===== src/rtl/video_pkg.sv =====
// Shared constants and types for the video-to-AXI4-Stream bridge.
package video_pkg;

  localparam int WD_VIDEO_DATA  = 8;
  localparam int WD_CONFIG_INFO = 16;
  localparam int WD_ERR_INFO    = 4;
  localparam int NB_FIFO_DEPTH  = 16;

  localparam int ERR_OVF   = 0;
  localparam int ERR_HLEN  = 1;
  localparam int ERR_TRUNC = 2;

  typedef enum logic [1:0] {
    IDLE   = 2'd0,
    ACTIVE = 2'd1,
    DROP   = 2'd2
  } state_e;

endpackage


===== src/rtl/video_sync_fifo.sv =====
// Single-clock FIFO with registered storage; the head entry is always visible on rd_data_o.
module video_sync_fifo #(
  parameter int WIDTH = 10,
  parameter int DEPTH = 16
) (
  input  logic             clk_i,
  input  logic             rst_n_i,
  input  logic             wr_en_i,
  input  logic [WIDTH-1:0] wr_data_i,
  input  logic             rd_en_i,
  output logic [WIDTH-1:0] rd_data_o,
  output logic             full_o,
  output logic             empty_o
);
  localparam int AW = $clog2(DEPTH);
  localparam logic [AW:0] FULL_CNT = (AW+1)'(DEPTH);

  logic [WIDTH-1:0] mem_q [DEPTH];
  logic [AW-1:0]    wr_ptr_q;
  logic [AW-1:0]    rd_ptr_q;
  logic [AW:0]      count_q;
  logic             do_rd_s;
  logic             do_wr_s;

  assign empty_o   = (count_q == '0);
  assign full_o    = (count_q == FULL_CNT);
  assign do_rd_s   = rd_en_i & ~empty_o;
  // A full FIFO still takes a write when the head leaves in the same cycle.
  assign do_wr_s   = wr_en_i & (~full_o | do_rd_s);
  assign rd_data_o = mem_q[rd_ptr_q];

  // Storage, pointers and occupancy.
  always_ff @(posedge clk_i or negedge rst_n_i) begin
    if (!rst_n_i) begin
      for (int i = 0; i < DEPTH; i++) mem_q[i] <= '0;
      wr_ptr_q <= '0;
      rd_ptr_q <= '0;
      count_q  <= '0;
    end else begin
      if (do_wr_s) begin
        mem_q[wr_ptr_q] <= wr_data_i;
        wr_ptr_q        <= wr_ptr_q + 1'b1;
      end
      if (do_rd_s) rd_ptr_q <= rd_ptr_q + 1'b1;
      case ({do_wr_s, do_rd_s})
        2'b10:   count_q <= count_q + 1'b1;
        2'b01:   count_q <= count_q - 1'b1;
        default: count_q <= count_q;
      endcase
    end
  end

endmodule


===== src/rtl/video_to_axis.sv =====
// Converts the parallel fsync/vsync/hsync/psync video bus into AXI4-Stream video
// with line-length checking and frame drop on FIFO overflow.
module video_to_axis #(
  parameter int WD_VIDEO_DATA  = video_pkg::WD_VIDEO_DATA,
  parameter int WD_CONFIG_INFO = video_pkg::WD_CONFIG_INFO,
  parameter int WD_ERR_INFO    = video_pkg::WD_ERR_INFO,
  parameter int NB_FIFO_DEPTH  = video_pkg::NB_FIFO_DEPTH
) (
  input  logic                      i_sys_clk,
  input  logic                      i_sys_resetn,
  input  logic                      s_video_src_fsync,
  input  logic                      s_video_src_vsync,
  input  logic                      s_video_src_hsync,
  input  logic                      s_video_src_psync,
  input  logic [WD_VIDEO_DATA-1:0]  s_video_src_vdata,
  input  logic [WD_CONFIG_INFO-1:0] s_cinfo_hsize,
  output logic [WD_VIDEO_DATA-1:0]  m_axis_dst_tdata,
  output logic                      m_axis_dst_tvalid,
  input  logic                      m_axis_dst_tready,
  output logic                      m_axis_dst_tuser,
  output logic                      m_axis_dst_tlast,
  output logic [WD_CONFIG_INFO-1:0] m_vinfo_dst_lines,
  output logic [WD_ERR_INFO-1:0]    m_err_video_info
);
  import video_pkg::*;

  localparam int FW = WD_VIDEO_DATA + 2;

  state_e                    state_q, state_d;
  logic [WD_CONFIG_INFO-1:0] hsize_q, hsize_d;
  logic [WD_CONFIG_INFO-1:0] line_cnt_q, line_cnt_d;
  logic [WD_CONFIG_INFO-1:0] pix_cnt_q, pix_cnt_d;
  logic [WD_CONFIG_INFO-1:0] lines_q, lines_d;
  logic [WD_ERR_INFO-1:0]    err_q, err_d;
  logic                      sof_q, sof_d;
  logic                      pend_vld_q, pend_vld_d;
  logic [WD_VIDEO_DATA-1:0]  pend_data_q, pend_data_d;
  logic                      hsync_q, vsync_q;

  logic                      hs_fall_s, vs_fall_s, active_s, accept_s;
  logic                      line_end_s, trunc_s, push_s, push_last_s;
  logic                      rd_s, full_s, empty_s, ovf_s;
  logic [FW-1:0]             push_word_s, head_s;
  logic [WD_CONFIG_INFO-1:0] pix_inc_s, line_inc_s;

  assign hs_fall_s   = hsync_q & ~s_video_src_hsync;
  assign vs_fall_s   = vsync_q & ~s_video_src_vsync;
  assign active_s    = (state_q == ACTIVE);
  assign accept_s    = active_s & ~s_video_src_fsync & s_video_src_vsync &
                       s_video_src_hsync & s_video_src_psync;
  assign line_end_s  = active_s & ~s_video_src_fsync & pend_vld_q & (hs_fall_s | vs_fall_s);
  assign trunc_s     = active_s & s_video_src_fsync & pend_vld_q;
  assign push_s      = (accept_s & pend_vld_q) | line_end_s | trunc_s;
  assign push_last_s = line_end_s | trunc_s;
  assign push_word_s = {sof_q, push_last_s, pend_data_q};
  assign rd_s        = ~empty_s & m_axis_dst_tready;
  assign ovf_s       = push_s & full_s & ~rd_s;
  assign pix_inc_s   = (&pix_cnt_q) ? pix_cnt_q : pix_cnt_q + 1'b1;
  assign line_inc_s  = (&line_cnt_q) ? line_cnt_q : line_cnt_q + 1'b1;

  // Frame FSM, pending pixel, counters and error tracking: next-state logic.
  always_comb begin
    state_d     = state_q;
    hsize_d     = hsize_q;
    line_cnt_d  = line_cnt_q;
    pix_cnt_d   = pix_cnt_q;
    lines_d     = lines_q;
    err_d       = err_q;
    sof_d       = sof_q;
    pend_vld_d  = pend_vld_q;
    pend_data_d = pend_data_q;
    if (push_s && !ovf_s) sof_d = 1'b0;
    if (line_end_s) begin
      line_cnt_d = line_inc_s;
      pix_cnt_d  = '0;
      pend_vld_d = 1'b0;
      if (pix_cnt_q != hsize_q) err_d[ERR_HLEN] = 1'b1;
    end
    case (state_q)
      IDLE, DROP, ACTIVE: begin
        if (s_video_src_fsync) begin
          if (trunc_s) err_d[ERR_TRUNC] = 1'b1;
          hsize_d    = s_cinfo_hsize;
          sof_d      = 1'b1;
          line_cnt_d = '0;
          pix_cnt_d  = '0;
          pend_vld_d = 1'b0;
          state_d    = ACTIVE;
        end else if (active_s && vs_fall_s) begin
          lines_d = pend_vld_q ? line_inc_s : line_cnt_q;
          state_d = IDLE;
        end else if (accept_s) begin
          pend_vld_d  = 1'b1;
          pend_data_d = s_video_src_vdata;
          pix_cnt_d   = pix_inc_s;
        end else begin
          state_d = state_q;
        end
      end
      default: state_d = IDLE;
    endcase
    // Overflow abandons the rest of the frame; the next fsync resynchronises.
    if (ovf_s) begin
      err_d[ERR_OVF] = 1'b1;
      pend_vld_d     = 1'b0;
      state_d        = DROP;
    end
  end

  // State registers.
  always_ff @(posedge i_sys_clk or negedge i_sys_resetn) begin
    if (!i_sys_resetn) begin
      state_q     <= IDLE;
      hsize_q     <= '0;
      line_cnt_q  <= '0;
      pix_cnt_q   <= '0;
      lines_q     <= '0;
      err_q       <= '0;
      sof_q       <= 1'b0;
      pend_vld_q  <= 1'b0;
      pend_data_q <= '0;
      hsync_q     <= 1'b0;
      vsync_q     <= 1'b0;
    end else begin
      state_q     <= state_d;
      hsize_q     <= hsize_d;
      line_cnt_q  <= line_cnt_d;
      pix_cnt_q   <= pix_cnt_d;
      lines_q     <= lines_d;
      err_q       <= err_d;
      sof_q       <= sof_d;
      pend_vld_q  <= pend_vld_d;
      pend_data_q <= pend_data_d;
      hsync_q     <= s_video_src_hsync;
      vsync_q     <= s_video_src_vsync;
    end
  end

  video_sync_fifo #(
    .WIDTH (FW),
    .DEPTH (NB_FIFO_DEPTH)
  ) u_fifo (
    .clk_i     (i_sys_clk),
    .rst_n_i   (i_sys_resetn),
    .wr_en_i   (push_s),
    .wr_data_i (push_word_s),
    .rd_en_i   (rd_s),
    .rd_data_o (head_s),
    .full_o    (full_s),
    .empty_o   (empty_s)
  );

  assign m_axis_dst_tvalid = ~empty_s;
  assign m_axis_dst_tuser  = head_s[FW-1];
  assign m_axis_dst_tlast  = head_s[FW-2];
  assign m_axis_dst_tdata  = head_s[WD_VIDEO_DATA-1:0];
  assign m_vinfo_dst_lines = lines_q;
  assign m_err_video_info  = err_q;

endmodule


===== config.mk =====
export PLATFORM = sky130hd
export DESIGN_NAME = video_to_axis
export DESIGN_NICKNAME = d
export VERILOG_FILES = /design/src/rtl/video_pkg.sv /design/src/rtl/video_sync_fifo.sv /design/src/rtl/video_to_axis.sv
export SDC_FILE = /design/constraint.sdc
export NUM_CORES = 1
export LEC_CHECK = 0
export ABC_AREA = 1
export BUFFER_PORTS_ARGS = -buffer_cell sky130_fd_sc_hd__clkbuf_2
export CELL_PAD_IN_SITES_DETAIL_PLACEMENT = 2
export CELL_PAD_IN_SITES_GLOBAL_PLACEMENT = 2
export CORE_MARGIN = 1
export CORE_UTILIZATION = 41
export DETAILED_ROUTE_END_ITERATION = 8
export GPL_ROUTABILITY_DRIVEN = 0
export PLACE_DENSITY_LB_ADDON = 0.1
export SLEW_MARGIN = 5
export SYNTH_ARGS = -nofsm -noshare
export SYNTH_HDL_FRONTEND = slang
export SYNTH_SLANG_ARGS = --single-unit

===== constraint.sdc =====
create_clock -name i_sys_clk -period 6.2 [get_ports i_sys_clk]
set_clock_uncertainty 0.05 [all_clocks]
set_input_delay 1.24 -clock i_sys_clk [delete_from_list [all_inputs] [get_ports i_sys_clk]]
set_output_delay 1.24 -clock i_sys_clk [all_outputs]
set_load 0.01 [all_outputs]

* Word level (Yosys, flattened, before mapping)
Cells that the tools add are included.
** Cells by class
- Multiply operators :: 0
- Shifts and indexed selects :: 0
- Add/sub/neg operators :: 6
- Reductions and logical operators :: 15
- Divide/modulo/power cells :: 0
- Mux-type cells :: 31
- $lt $le $gt $ge :: 3
- Eq/ne operators :: 8
- Bitwise gates (word level) :: 30
** Operators with widths (number)
- two-way mux 16 bit :: 11
- bitwise mux 160 bit :: 1
- binary-select mux 10 bit (select 4 bit) :: 1
- demux 10 bit (select 4 bit) :: 1
- adder 16 x 1 -> 16 bit (second input constant) :: 2
- AND reduction 16 bit :: 2
- two-way mux 10 bit :: 3
- bitwise AND 1 bit :: 16
- inequality test 16 bit :: 1
- greater-or-equal comparator 5 bit (second input constant) :: 2
- NOT 4 -> 5 bit :: 2
- one-hot mux 5 bit (2 select lines) :: 1
- two-way mux 1 bit :: 9
- adder 4 x 1 -> 4 bit (second input constant) :: 2
- two-way mux 2 bit :: 4
- NOT 1 bit :: 7
- AND reduction 3 bit :: 2
- adder 5 x 1 -> 5 bit (second input constant) :: 1
- == test 5 bit (second input constant) :: 1
- logical NOT 5 bit :: 1
- less-than comparator 5 x 1 -> 1 bit (second input constant) :: 1
- inequality test 5 bit (second input constant) :: 1
- bitwise OR 1 bit :: 5
- subtractor 5 x 1 -> 5 bit (second input constant) :: 1
- other kinds (10) :: 15
** Word-level totals
- Latch bits :: 0
- Input port bits :: 31
- Memory bits (writable) :: 0
- Logic and storage cells :: 125
- Bits in read-only memories :: 0
- Flip-flop bits (word level) :: 254
- Memories :: 0

* Longest topological paths before layout
Gate-level depths: netlist of the first run.
- Word-level depth :: 15
- Depth in mapped cells :: 19
- Mapped depth without buffers :: 18

* Hierarchy
Synthesis of the first run repeated with hierarchy kept, for this count alone.
** Second synthesis, totals
- Cell total of the unflattened synthesis :: 1647
- Area total of the unflattened synthesis :: 12912.4 um^2
** By module, submodules not included
- video_sync_fifo :: sequential area each 4329.2 um^2, area an instance 8149.1 um^2, times used 1, cells each 965
- video_to_axis :: sequential area each 2026.9 um^2, area an instance 4763.3 um^2, times used 1, cells each 682

* Worst setup path after synthesis of the first run
OpenSTA, ideal clock, no wires.
- Path type :: input port to flip-flop
- Start point :: input port s_video_src_vsync
- End point :: register u_fifo.count_q[4]
- Stages :: 19
- Arrival time :: 2.691 ns
- Library setup time :: 0.113 ns
- Buffers on the path :: 1
- Path slack :: 3.346 ns
- Path through :: inv_1 > nand2_1 > nand2_1 > o21ai_1 > buf_4 > nand3_1 > nand2_1 > nand2_1 > inv_1 > ha_1 > inv_1 > nand2_1 > inv_1 > nand3_1 > nand2_1 > nand2_1 > nand2_1 > nand2_1 > inv_1
** Between the ends
- Cells in the longest elaborated chain, start to end :: 9
- Elaborated cells on any way between the ends :: 15
- Classes of those cells :: eq/ne: 2; mux: 1; bitwise: 11; reduce/logical: 1
** RTL lines
- from (decl) :: line video_to_axis.sv:12 : input logic s_video_src_vsync,
- bitwise AND 1 bit or NOT 1 bit (tied branches) :: line video_to_axis.sv:49, video_to_axis.sv:47
- bitwise AND 1 bit, on equally long branches :: line video_to_axis.sv:49, video_to_axis.sv:47
- bitwise AND 1 bit or bitwise OR 1 bit (tied branches) :: line video_to_axis.sv:50, video_to_axis.sv:51
- bitwise AND 1 bit, on equally long branches :: line video_to_axis.sv:53, video_to_axis.sv:51
- bitwise OR 1 bit * (2 in series) :: line video_to_axis.sv:53 : assign push_s = (accept_s & pend_vld_q) | line_end_s | trunc_s;
- bitwise AND 1 bit * :: line video_sync_fifo.sv:29 : assign do_wr_s = wr_en_i & (~full_o | do_rd_s);
- == test 2 x 1 -> 1 bit or == test 2 bit (tied branches) :: line video_sync_fifo.sv:45 : case ({do_wr_s, do_rd_s})
- one-hot mux 5 bit (2 select lines) or nonzero test 2 bit (tied branches)
- to (signal assigned) :: line video_sync_fifo.sv:46 : 2'b10: count_q <= count_q + 1'b1;
- to (signal assigned) :: line video_sync_fifo.sv:47 : 2'b01: count_q <= count_q - 1'b1;
- to (signal assigned) :: line video_sync_fifo.sv:48 : default: count_q <= count_q;
- to (decl) :: line video_sync_fifo.sv:21 : logic [AW:0] count_q;
Mark *: on every way between the ends. The rest lies on a longest branch, timed or not.
A chain may end at the register's enable or synchronous reset.

* Worst setup path after layout of the first run
- Start point :: register u_fifo.rd_ptr_q[1]
- End point :: output port m_axis_dst_tdata[2]
** Between the ends
- Cells in the longest elaborated chain, start to end :: 4
** RTL lines
- from (decl) :: line video_sync_fifo.sv:20 : logic [AW-1:0] rd_ptr_q;
- from (signal assigned) :: line video_sync_fifo.sv:44 : if (do_rd_s) rd_ptr_q <= rd_ptr_q + 1'b1;
- NOT 4 -> 5 bit (not written as such) :: line video_sync_fifo.sv:30 : assign rd_data_o = mem_q[rd_ptr_q];
- binary-select mux 10 bit (select 4 bit) :: line video_sync_fifo.sv:30
- two-way mux 10 bit (not written as such) (2 in series) :: line video_sync_fifo.sv:30
- to (decl) :: line video_to_axis.sv:17 : output logic [WD_VIDEO_DATA-1:0] m_axis_dst_tdata,
No other way between the ends. The select of a mux whose other input is x is not followed.

==> results of run 1 <==
cells in the mapped netlist, types with 3 or more instances:
cell type    n
nand2_1    328
dfrtp_1    254
o21ai_0    231
nor2_1     108
inv_1       84
clkbuf_1    57
nand3_1     46
a21oi_1     38
o211ai_1    26
o21ai_1     25
buf_2       24
xor2_1      24
mux2i_1     23
o221ai_1    23
nand4_1     17
o22ai_1     15
nor3_1      14
xnor2_1     11
o32ai_1     10
nand3_2      9
buf_4        8
ha_1         8
buf_6        6
nand2_2      4
buf_1        3
clkinv_1     3
nor2_2       3
sequential cells by signal (all words and copies together), names as in the netlist:
register           count
u_fifo.rd_ptr_q        4
sof_q                  1
m_err_video_info       3
vsync_q                1
pend_vld_q             1
pix_cnt_q             16
hsize_q               16
pend_data_q            8
hsync_q                1
u_fifo.wr_ptr_q        4
line_cnt_q            16
u_fifo.mem_q         160
state_q                2
m_vinfo_dst_lines     16
u_fifo.count_q         5
where the power goes:
part           leakage, nW  switching (mW)  internal (mW)
registers             3.44           0.211           1.82
clock network        0.496           0.696           1.07
logic                 2.42           0.913          0.435
metrics by stage:
step | worst slack [ns] | instance area (um2) | utilization (%) | power [mW]
after floorplan | 3.35 | 12200 | - | 2.88
after global placement | 2.55 | 12600 | 43.6 | 3.33
after detailed placement | 2.33 | 12600 | 43.6 | 3.40
after CTS | 1.94 | 13600 | 47.0 | 5.21
after global routing | 1.81 | 13600 | 47.0 | 5.43
final | 1.95 | 13600 | 47.0 | 5.14
cell type report:
class / instances / area, um2 / share of cell area, %
multi-input combinational: 987 / 5060 / 37.1
inverter: 90 / 340 / 2.50
clock inverter: 12 / 135 / 0.991
clock buffer: 40 / 847 / 6.21
timing repair buffer: 71 / 405 / 2.97
tap: 384 / 480 / 3.52
sequential: 254 / 6360 / 46.6
routing by layer:
layer / GRT usage (%) / part of all wire, % / up-vias
met5: 0 / 0 / -
li1: - / - / 4801
met4: 7.17 / 2.2 / 0
met3: 2.89 / 2.7 / 60
met1: 33.0 / 45 / 5330
met2: 44.4 / 50 / 142
final timing paths:
| path | start | slack, ns | endpoint |
|---|---|---|---|
| worst max-delay path | u_fifo.rd_ptr_q[1] | 1.95 | m_axis_dst_tdata[2] |
| worst min-delay path | m_err_video_info[1] | 0.43 | m_err_video_info[1] |
| worst max register to register | pend_vld_q | 2.70 | u_fifo.mem_q[32] |
| worst min register to register | m_err_video_info[1] | 0.43 | m_err_video_info[1] |
| max in group asynchronous | i_sys_resetn | 4.23 | line_cnt_q[4] |
| min in group asynchronous | i_sys_resetn | 0.71 | u_fifo.mem_q[51] |
critical path: stages, from the launching register on:
cell and delay, ns:
dfrtp_2 0.97, buf_4 0.49, o21ai_0 0.19, o22ai_1 0.29, o221ai_1 0.14, nand2_1 0.15, clkbuf_2 0.14
logic make-up (layout without fill, tap and decap cells):
logic type | Yosys count | in the layout
simple gates | 539 | 539
compound gates | 381 | 381
flops | 254 | 254
buf+inv | 188 | 213
xor+xnor | 35 | 35
mux | 23 | 23
fa+ha+maj | 8 | 8
other cells | 1 | 1
==> impl_metrics.yaml, run 1 <==
yosys:
  synth_xor_area_share_pct: 2.51
  synth_top_family_by_area: "simple AND/OR/NAND/NOR gates"
  yosysTopAreaCell: "dfrtp_1"
  synth_nets: 1468
  synth_fa_ha_area_share_pct: 0.818
  syn_inst: 1429
  synth_edf_count: 0
  synth-compound-area-share_pct: 17.6
  synth-seq-cells: 254
  seq_area_frac_synth_pct: 52.0
  synth-simple-area-share_pct: 18.6
  ys.warnings.count: 0
  syn-mean-instance-area_um2: 8.56
  synth_flop_cell: "dfrtp_1"
  synth_area_um2: 12200
  synth.distinct_cells: 47
  synth_top_cell_area_share_pct: 52.0
  async_reset_ff_share_pct: 100
  synth_area_leaders: "dfrtp_1 52%, nand2_1 10%, o21ai_0 9.5%"
  synthMuxAreaShare_pct: 1.88
routing:
  route.detailed.drc: 0
  dr.pass1.iters: 4
  drt_wl_total_um: 37700
  wl_per_cell_um: 20.5
  num_vias: 10300
  initialDrtViolationCount: 470
  vias_per_cell: 5.62
  postRouteAntennaNets: 0
floorplanning:
  coreArea_um2: 29000
  ios: 62
  die-area_um2: 30500
  std_cell_rows: 62
  die_x_um: 175
  die_h_um: 175
  start_util_pct: 42.2
sta:
  finalHoldViolations: 0
  setup_viol: 0
  drv_slew: 0
  period_needed_ns: 4.25
  maxSlewHeadroom_pct: 26.1
  rsz0062_at_grt: "false"
  tns_ns: 0
  fin_crit_sh_pct: 68.5
  hold_slack_ns: 0.426
  fmaxAchievable_mhz: 236
  worst_slew_pin_slew_ns: 1.11
placed_design:
  place_hpwl_um: 24000
  placed_cells: 1786
  port_buffers: 60
clock_tree:
  path_clk_slew_ns: 0.06
  root_buffer: "clkbuf_16"
  cts_hold_buf: 0
  cts-htree-levels: 1
  cts_resized: 0
  clock_latency_ns: 0.55
  clock-sinks: 254
  numCtsBuffers: 29
  cts.path.max_buffers: 3
  post-cts-setup-buffers: 0
  tritoncts: "done"
grt:
  grt_overflow: 0
  grt_max_degree: 107
  grt_pass1_vias: 11400
  grt_first_pass_wirelength_um: 62100
  antenna_found_initial: 0
  track_usage_pct: 25.4
layout:
  diodes: 0
  drive_above_1_share_pct: 10.5
  area_growth_pct: 11.4
  final_cell_mix: "328 x nand2_1, 252 x dfrtp_1, 231 x o21ai_0, 108 x nor2_1, 83 x inv_1"
  final-instance-count-excl-fill: 1838
  nNetsFinal: 1472
  layout_commonest_cell: "nand2_1"
  fill_cells: 3202
power:
  power.leakage_nw: 6.36
  p_per_area_nw_per_um2: 377
  peakVddDrop_mv: 0.256
worst_setup_path:
  crit_path_start_kind: "flop"
  reg2reg_depth: 9
  arrival_ns: 2.96
  critPathKind: "flop to output port"
  endpoint_kind: "output port"
  crit_required_ns: 4.91
  cp_max_fo: 48
outcome:
  status: "finished clean"
min_path:
  holdPathStages: 1
  min_path_type: "flop to flop"
run:
  maxCapViolations: 0
(Power assumes the default switching activity.)
==> inputs of run 2 (changes only) <==
- ABC_AREA: 1 -> 0
- CORE_UTILIZATION: 41 -> 43
- clock period: 6.2 -> 4.2 ns (I/O delays scaled with it)
==> run 2 against run 1 <==
  * Largest cell class unchanged
  * Clock-buffer cell count grew 1
  * Register-to-register slack lost 1.5 ns
  * Combinational power shrank 16%
  * First-iteration DRC count shrank 41%
  * Flip-flop and latch count is the same
  * Die area shrank 5.0%
  * Core utilization grew 2.8 points
  * Critical path depth shrank 2
  * Worst hold slack lost 0.15 ns
  * Final cell count shrank 24%
  * Area after synthesis shrank 0.41%
==> impl_metrics.yaml, run 2 <==
floorplanning:
  coreArea_um2: 27900
  die_x_um: 170
  start_util_pct: 43.7
  ios: 62
  die_h_um: 170
  std_cell_rows: 61
  die-area_um2: 29000
yosys:
  seq_area_frac_synth_pct: 52.2
  post-synth-top-count-cell: "dfrtp_1"
  synth_area_leaders: "dfrtp_1 52%, mux2_2 15%, mux4_2 9.2%"
  synth_nets: 977
  async_reset_ff_share_pct: 100
  synth.top_cells.by_count: "254 x dfrtp_1, 159 x mux2_2, 115 x nand2_1, 50 x mux4_2, 38 x clkbuf_1"
  synth_top_cell_area_share_pct: 52.2
  synth-seq-cells: 254
  syn_inst: 938
  synth_flop_cell: "dfrtp_1"
  synth_area_um2: 12200
  synth.distinct_cells: 62
  ys.warnings.count: 0
  yosysTopAreaCell: "dfrtp_1"
  synth_edf_count: 0
  syn-mean-instance-area_um2: 13.0
worst_setup_path:
  endpoint_kind: "output port"
  crit_path_start_kind: "flop"
  arrival_ns: 2.72
  critPathKind: "flop to output port"
  rrSetupSlack_ns: 1.18
  cp_max_fo: 35
  crit_required_ns: 3.31
clock_tree:
  cts.path.max_buffers: 3
  path_clk_slew_ns: 0.06
  numCtsBuffers: 29
  root_buffer: "clkbuf_16"
  cts-htree-levels: 1
  clock_latency_ns: 0.55
  cts_resized: 0
  cts_hold_buf: 0
  post-cts-setup-buffers: 0
  clock-sinks: 254
  tritoncts: "done"
routing:
  initialDrtViolationCount: 277
  wl_per_cell_um: 23.8
  drt_wl_total_um: 33100
  route.detailed.drc: 0
  num_vias: 7923
  vias_per_cell: 5.70
  postRouteAntennaNets: 0
  dr.pass1.iters: 4
sta:
  rsz0062_at_grt: "false"
  finalHoldViolations: 0
  maxSlewHeadroom_pct: 21.6
  period_needed_ns: 3.61
  setup_viol: 0
  worst_slew_pin_slew_ns: 1.17
  hold_slack_ns: 0.279
  tns_ns: 0
  fmaxAchievable_mhz: 277
  fin_crit_sh_pct: 86.0
  drv_slew: 0
grt:
  gr-usage-met2_pct: 43.6
  use_met3_pct: 2.79
  grt_overflow: 0
  grt_util_met1_pct: 31.0
  grt_first_pass_wirelength_um: 53400
  antenna_found_initial: 0
  track_usage_pct: 24.2
  grt_max_degree: 100
  grt.busiest_layer: "met2"
  grt_pass1_vias: 8934
layout:
  area_growth_pct: 13.8
  largest_register_ff_count: 160
  layout_commonest_cell: "dfrtp_1"
  final_util_pct: 49.8
  diodes: 0
  final_cell_mix: "252 x dfrtp_1, 159 x mux2_2, 115 x nand2_1, 59 x clkbuf_2, 50 x mux4_2"
  final-instance-count-excl-fill: 1389
  regMostFlops: "u_fifo.mem_q"
  nNetsFinal: 1028
  drive_above_1_share_pct: 35.6
placed_design:
  placed_cells: 1336
  port_buffers: 60
  place_hpwl_um: 21000
power:
  peakVddDrop_mv: 0.365
  p_per_area_nw_per_um2: 493
  power.leakage_nw: 6.56
  totalPowerFinal_mw: 6.84
run:
  maxCapViolations: 0
min_path:
  min_path_type: "primary input to asynchronous set/reset pin"
outcome:
  status: "finished clean"
==> run 2: changes by cell type after synthesis, sizes merged, moves of 50 or more <==
cell | previous run | this run
o21ai | 257 | 27
nor2 | 113 | 27
nand2 | 333 | 115
inv | 87 | 6
mux2 | 0 | 162
mux4 | 0 | 50
==> run 2: cells by family (layout without fill, tap and decap cells) <==
group / Yosys count / after routing / synth area share (%)
AO/OA/AOI/OAI: 101 / 101 / 5.42
XOR/XNOR: 39 / 39 / 2.80
adder cells (fa/ha/maj): 8 / 8 / 0.822
buffers and inverters: 60 / 133 / 2.29
flip-flops: 254 / 254 / 52.2
multiplexers: 223 / 223 / 25.1
other: 1 / 1 / 0.0308
AND/OR/NAND/NOR: 252 / 252 / 11.3
==> run 2: routing by layer <==
| metal | vias up | wire length [um] |
|---|---|---|
| met4 | 0 | 739 |
| met1 | 4213 | 14200 |
| li1 | 3540 | - |
| met5 | - | 0 |
| met2 | 122 | 17300 |
| met3 | 48 | 860 |
==> run 2: final cells by class <==
class	instances	area [um2]
Clock buffer	41	841
Clock inverter	12	166
Tap cell	378	473
Sequential cell	254	6360
Fill cell	2694	14000
Multi-Input combinational cell	624	5560
Timing Repair Buffer	74	453
Inverter	6	22.5
==> run 2: through the flow <==
step           worst slack (ns)  area [um2]
3_5_place_dp              0.807       12900
4_1_cts                   0.521       13900
2_1_floorplan              1.18       12200
6_report                  0.589       13900
5_1_grt                   0.463       13900
3_3_place_gp              0.888       12900
==> run 2: path summary, 6_finish.rpt <==
check | start | depth (start not counted) | endpoint
setup / recovery | u_fifo.rd_ptr_q[0] | 4 | m_axis_dst_tlast
hold / removal | i_sys_resetn | 1 | u_fifo.mem_q[70]
setup reg to reg | state_q[1] | 6 | u_fifo.mem_q[108]
hold reg to reg | m_err_video_info[0] | 1 | m_err_video_info[0]
max in group asynchronous | i_sys_resetn | 2 | hsize_q[5]
min in group i_sys_clk | s_video_src_vsync | 1 | vsync_q
==> run 2: report_power, final <==
group / switching [mW] / internal (mW) / leakage (nW)
clock: 1.02 / 1.63 / 0.498
sequential: 0.382 / 2.67 / 3.45
combinational: 0.568 / 0.568 / 2.61
total: 1.97 / 4.87 / 6.56
==> run 2: critical path, cell delays in order (launching register included) <==
cell and delay (ns):
dfrtp_2 0.56, buf_12 0.34, mux4_2 0.58, mux4_2 0.51, clkbuf_2 0.16
